**config.mk**
```make
export PLATFORM = sky130hd
export DESIGN_NAME = tff_counter_flat
export DESIGN_NICKNAME = d
export VERILOG_FILES = /design/src/rtl/tff_counter_pkg.sv /design/src/rtl/tff_counter_if.sv /design/src/rtl/tff_cell.sv /design/src/rtl/tff_counter.sv /design/src/flat_wrapper.sv
export SDC_FILE = /design/constraint.sdc
export NUM_CORES = 1
export LEC_CHECK = 0
export ABC_AREA = 1
export BUFFER_PORTS_ARGS = -buffer_cell sky130_fd_sc_hd__buf_4
export CAP_MARGIN = 20
export CORE_MARGIN = 10
export CORE_UTILIZATION = 55
export DETAILED_ROUTE_END_ITERATION = 10
export GPL_TIMING_DRIVEN = 0
export PLACE_DENSITY = 0.83
export SLEW_MARGIN = 20
export SYNTH_ARGS = -nofsm -noshare
export SYNTH_HDL_FRONTEND = slang
export SYNTH_SLANG_ARGS = --single-unit
```
**constraint.sdc**
```tcl
create_clock -name clk -period 4.25 [get_ports clk]
set_clock_uncertainty 0.1 [all_clocks]
set_input_delay 0.6375 -clock clk [delete_from_list [all_inputs] [get_ports clk]]
set_output_delay 0.6375 -clock clk [all_outputs]
set_load 0.005 [all_outputs]
```
**src/rtl/tff_counter_pkg.sv**
```systemverilog
// tff_counter_pkg: direction constants and binary-to-Gray helper shared by the counter slice
package tff_counter_pkg;
  localparam logic DIR_UP = 1'b1;
  localparam logic DIR_DOWN = 1'b0;
  function automatic logic [31:0] bin2gray(input logic [31:0] b);
    return b ^ (b >> 1);
  endfunction
endpackage

```
**src/rtl/tff_counter_if.sv**
```systemverilog
// tff_counter_if: control/data bundle of the counter; q_gray present only with TFF_COUNTER_GRAY_EN
interface tff_counter_if #(parameter int WIDTH = 8);
  logic clear;
  logic load;
  logic [WIDTH-1:0] din;
  logic en;
  logic up;
  logic [WIDTH-1:0] q;
  logic tc;
  logic wrap;
`ifdef TFF_COUNTER_GRAY_EN
  logic [WIDTH-1:0] q_gray;
  modport master(output clear, load, din, en, up, input q, tc, wrap, q_gray);
  modport slave(input clear, load, din, en, up, output q, tc, wrap, q_gray);
`else
  modport master(output clear, load, din, en, up, input q, tc, wrap);
  modport slave(input clear, load, din, en, up, output q, tc, wrap);
`endif
endinterface

```
**src/rtl/tff_cell.sv**
```systemverilog
// tff_cell: 1-bit T flip-flop with asynchronous active-low reset to 0
module tff_cell (
  input  logic t,
  input  logic clk,
  input  logic reset,
  output logic q
);
  // toggle on t, cleared immediately by reset
  always_ff @(posedge clk or negedge reset)
    if (!reset) q <= 1'b0;
    else q <= q ^ t;
endmodule

```
**src/rtl/tff_counter.sv**
```systemverilog
// tff_counter: modulo-(MAX+1) up/down counter built from T flip-flops; optional Gray output via TFF_COUNTER_GRAY_EN
module tff_counter
  import tff_counter_pkg::*;
#(
  parameter int WIDTH = 8,
  parameter logic [WIDTH-1:0] MAX = {WIDTH{1'b1}},
  parameter int SATURATE = 0
) (
  input logic clk,
  input logic reset,
  tff_counter_if.slave bus
);
  localparam bit SAT = SATURATE != 0;
  logic [WIDTH-1:0] q, q_next, t;
  logic at_lim, wrap_next, wrap;
  // next count from clear > load > en priority; at_lim marks the terminal value for the current direction
  always_comb begin
    at_lim = (bus.up == DIR_UP && q == MAX) || (bus.up == DIR_DOWN && q == '0);
    q_next = bus.clear ? '0
           : bus.load ? (bus.din > MAX ? MAX : bus.din)
           : !bus.en ? q
           : at_lim ? (SAT ? q : (bus.up == DIR_UP ? '0 : MAX))
           : bus.up == DIR_UP ? q + WIDTH'(1) : q - WIDTH'(1);
    wrap_next = !bus.clear && !bus.load && bus.en && at_lim && !SAT;
  end
  assign t = q ^ q_next;
  for (genvar i = 0; i < WIDTH; i++) begin : g_bit
    tff_cell u_cell (.t(t[i]), .clk(clk), .reset(reset), .q(q[i]));
  end
  // one-cycle pulse after a modular rollover
  always_ff @(posedge clk or negedge reset)
    if (!reset) wrap <= 1'b0;
    else wrap <= wrap_next;
  assign bus.q = q;
  assign bus.tc = at_lim;
  assign bus.wrap = wrap;
`ifdef TFF_COUNTER_GRAY_EN
  logic [WIDTH-1:0] gray;
  // Gray image of the next count, registered alongside the cells
  always_ff @(posedge clk or negedge reset)
    if (!reset) gray <= '0;
    else gray <= WIDTH'(bin2gray(32'(q_next)));
  assign bus.q_gray = gray;
`endif
endmodule

```
**src/flat_wrapper.sv**
```systemverilog
// flat-port wrapper written by rule: the top's interface ports become plain ports
module tff_counter_flat import tff_counter_pkg::*;
#(
  parameter int WIDTH = 8,
  parameter logic [WIDTH-1:0] MAX = {WIDTH{1'b1}},
  parameter int SATURATE = 0
)
  (clk, reset, bus_clear, bus_load, bus_din, bus_en, bus_up, bus_q, bus_tc, bus_wrap);
  tff_counter_if #(.WIDTH(WIDTH)) bus_i ();
  input logic clk;
  input logic reset;
  input wire logic [$bits(bus_i.clear)-1:0] bus_clear;
  input wire logic [$bits(bus_i.load)-1:0] bus_load;
  input wire logic [$bits(bus_i.din)-1:0] bus_din;
  input wire logic [$bits(bus_i.en)-1:0] bus_en;
  input wire logic [$bits(bus_i.up)-1:0] bus_up;
  output wire logic [$bits(bus_i.q)-1:0] bus_q;
  output wire logic [$bits(bus_i.tc)-1:0] bus_tc;
  output wire logic [$bits(bus_i.wrap)-1:0] bus_wrap;
  assign bus_i.clear = bus_clear;
  assign bus_i.load = bus_load;
  assign bus_i.din = bus_din;
  assign bus_i.en = bus_en;
  assign bus_i.up = bus_up;
  assign bus_q = bus_i.q;
  assign bus_tc = bus_i.tc;
  assign bus_wrap = bus_i.wrap;
  tff_counter #(.WIDTH(WIDTH), .MAX(MAX), .SATURATE(SATURATE)) u_core (.clk(clk), .reset(reset), .bus(bus_i));
endmodule
```
==> run summary <==
Status = finished clean
Fin crit period = 2.083 ns
Most common cell in the netlist = nand2_1
Final hold slack = 0.08070 ns
# DRC = 0
Max incr delay on CP = 0.47 ns
Core area = 1524 um2
Unrepaired setup endpoints after global routing = false
Final Net Count = 172
Maximum VDD drop = 169.1 uV
Cts repair resizes = 0
GRT Residual Overflow = 0
Post-CTS setup buffer count = 0
Top cells by count, synth = nand2_1 (26), a21oi_1 (13), inv_1 (13), dfrtp_1 (9)
Synthesis-to-layout area growth = 23.47%
Die width = 60.47 um
Primary FF master, synth = dfrtp_1
CP max stage cell = dfrtp_1
Final Cycle Share = 49.01%
Max clock buf depth = 2
Pleak = 0.6108 nW
Clock Latency Late Sink = 0.26 ns
DR iter-0 viols = 18
Crit start category = register
Vias/cell = 5.301
RD Place Congestion = 0.7830
Initial Util = 59.11%
Remaining antenna violation count after routing = 0
Final hold vios = 0
Syn. warnings = 0
Die height = 60.47 um
Final setup TNS = 0 ns
MaxCap Viol Count = 0
Gate count of the mapped netlist = 124
Sequential share of the synthesized area = 25.00%
Post-synth EDFFs = 0
Crit path arrival time = 1.35 ns
Root buf cell = clkbuf_4
Initial antenna violation count = 0
Register-to-register path setup slack = 2.52 ns
Clk sink count = 9
Final setup viols = 0
Crit path buf inv count = 1
Worst Tran Pin Value = 0.2831 ns
Cts hold-fix bufs = 0
Drt pass-1 iters = 4
Largest net degree at the start of global routing = 11
Layout fillers = 132
Layout cell share with drive strength beyond 1 = 29.33%
PD cells = 263.9 nW/um2
Port bufs = 22
Ports = 24
Routed wire length = 2222 um
CP Class = reg -> out
CP top delay family = simple AND/OR/NAND/NOR gates
Fmax = 0.4801 GHz
Syn Area/Cell = 7.265 um2
All-Layer GR Usage = 12.90%
Synth async-reset ratio = 100.0%
Diodes inserted = 0
CTS HTree Levels = 1
Critical Path Sink Type = primary output
Slew Limit Fails = 0
Top cell type's share of synthesized area = 25.00%
Die area = 3657 um2
Post-synth top area cell = dfrtp_1
Post-synthesis cell type count = 24
First-pass GRT wire length = 3767 um
Number of global-route vias before repair = 878
Crit Path Max Fanout = 6
DP HPWL = 1832 um
CP Cell Sequence = nor3_4 > nand4_4 > nand2_1 > buf_4
Row count = 14
WL/cell = 13.39 um
Synthesized flop and latch total = 9
CTS buffer count = 3
Clk pin slew, worst setup/hold paths = 0.06 ns
Netlist Area Pre-Place = 900.9 um2
CP required = 3.51 ns
Slew HR = 81.10%
Syn nets = 145
CTS tree = yes
Hold Crit Class = in -> async
Via count = 880
Synth area leaders = dfrtp_1 (25%), nand2_1 (11%), ha_1 (8.3%), a21oi_1 (7.2%), buf_4 (6.7%)
## final cells by class
cell class                      count  area [um2]  share of cell area (%)
Multi-Input combinational cell     91       554.3                   49.83
Sequential cell                     9       225.2                   20.25
Timing Repair Buffer               22       165.2                   14.85
Buffer                              9       65.06                   5.849
Inverter                           15       56.30                   5.062
Clock buffer                        4       26.28                   2.362
Tap cell                           16       20.02                   1.800
## flip-flops by register name, indices dropped and copies added (netlist names)
name,cells
u_core.g_bit.u_cell.q,8
u_core.bus.wrap,1
## routing by layer
metal	routed length [um]	track usage (%)	vias to the layer above
met5	0	0	-
met4	0	2.508	0
met3	162	4.802	0
met2	1117	22.35	19
met1	941	14.90	402
li1	-	-	459
## cells in the final DEF (no fill, tap or decap)
cell type	instances
inv_2	2
nor2_2	1
nor3_4	1
buf_4	30
xor2_1	2
fa_1	1
xnor2_1	2
o21ai_0	8
a21oi_2	4
clkbuf_4	3
a21oi_4	1
or2_1	2
o21ai_1	4
nand2_1	26
nand4_1	1
nand4_4	1
buf_2	1
clkbuf_1	1
a21oi_1	13
nand3_1	8
nand3b_1	2
nor2_1	7
dfrtp_1	9
and3_1	1
ha_1	6
inv_1	13
## report_power, final
part	switching [mW]	leakage (nW)	internal (mW)
logic	0.0620	0.479	0.0591
clock network	0.0315	0.0150	0.0363
registers	0.0124	0.117	0.0923
total	0.106	0.611	0.188
## per-stage QoR
step	instances	worst slack, ns	instance area (um2)	power, mW	util, %
6_report	166	2.167	1112	0.2936	72.99
5_1_grt	166	2.044	1112	0.3170	72.99
4_1_cts	166	2.151	1112	0.2953	72.99
3_5_place_dp	162	2.034	1086	0.2279	71.26
3_3_place_gp	162	2.046	1086	0.2242	71.26
2_1_floorplan	124	2.334	900.9	0.1886	-
## worst reg2reg max path: stages, from the launching register on
cell      delay [ns]
dfrtp_1         0.47
fa_1            0.46
nand2_1         0.08
nand2_1         0.07
nand3b_1        0.11
nand2_1         0.07
nand2_1         0.07
nand3_1         0.07
nand2_1         0.06
a21oi_1         0.07
## worst paths after layout
check,startpoint,endpoint,cells past startpoint
max in group asynchronous,reset,u_core.g_bit[2].u_cell.q,1
min in group clk,bus_en,u_core.bus.wrap,3
max,u_core.g_bit[1].u_cell.q,bus_tc,4
max reg2reg,u_core.g_bit[1].u_cell.q,u_core.g_bit[6].u_cell.q,9
min,reset,u_core.g_bit[7].u_cell.q,1
min reg2reg,u_core.g_bit[7].u_cell.q,u_core.g_bit[7].u_cell.q,2
## cells by family after synthesis
kind of cell               synth area share, %
buffers and inverters                    13.47
adders and majority gates                10.56
AOI/OAI and AO/OA                        19.58
xor gates and xnor gates                 3.890
and+or+nand+nor                          27.50
DFF                                      25.00
(Power assumes the default switching activity.)
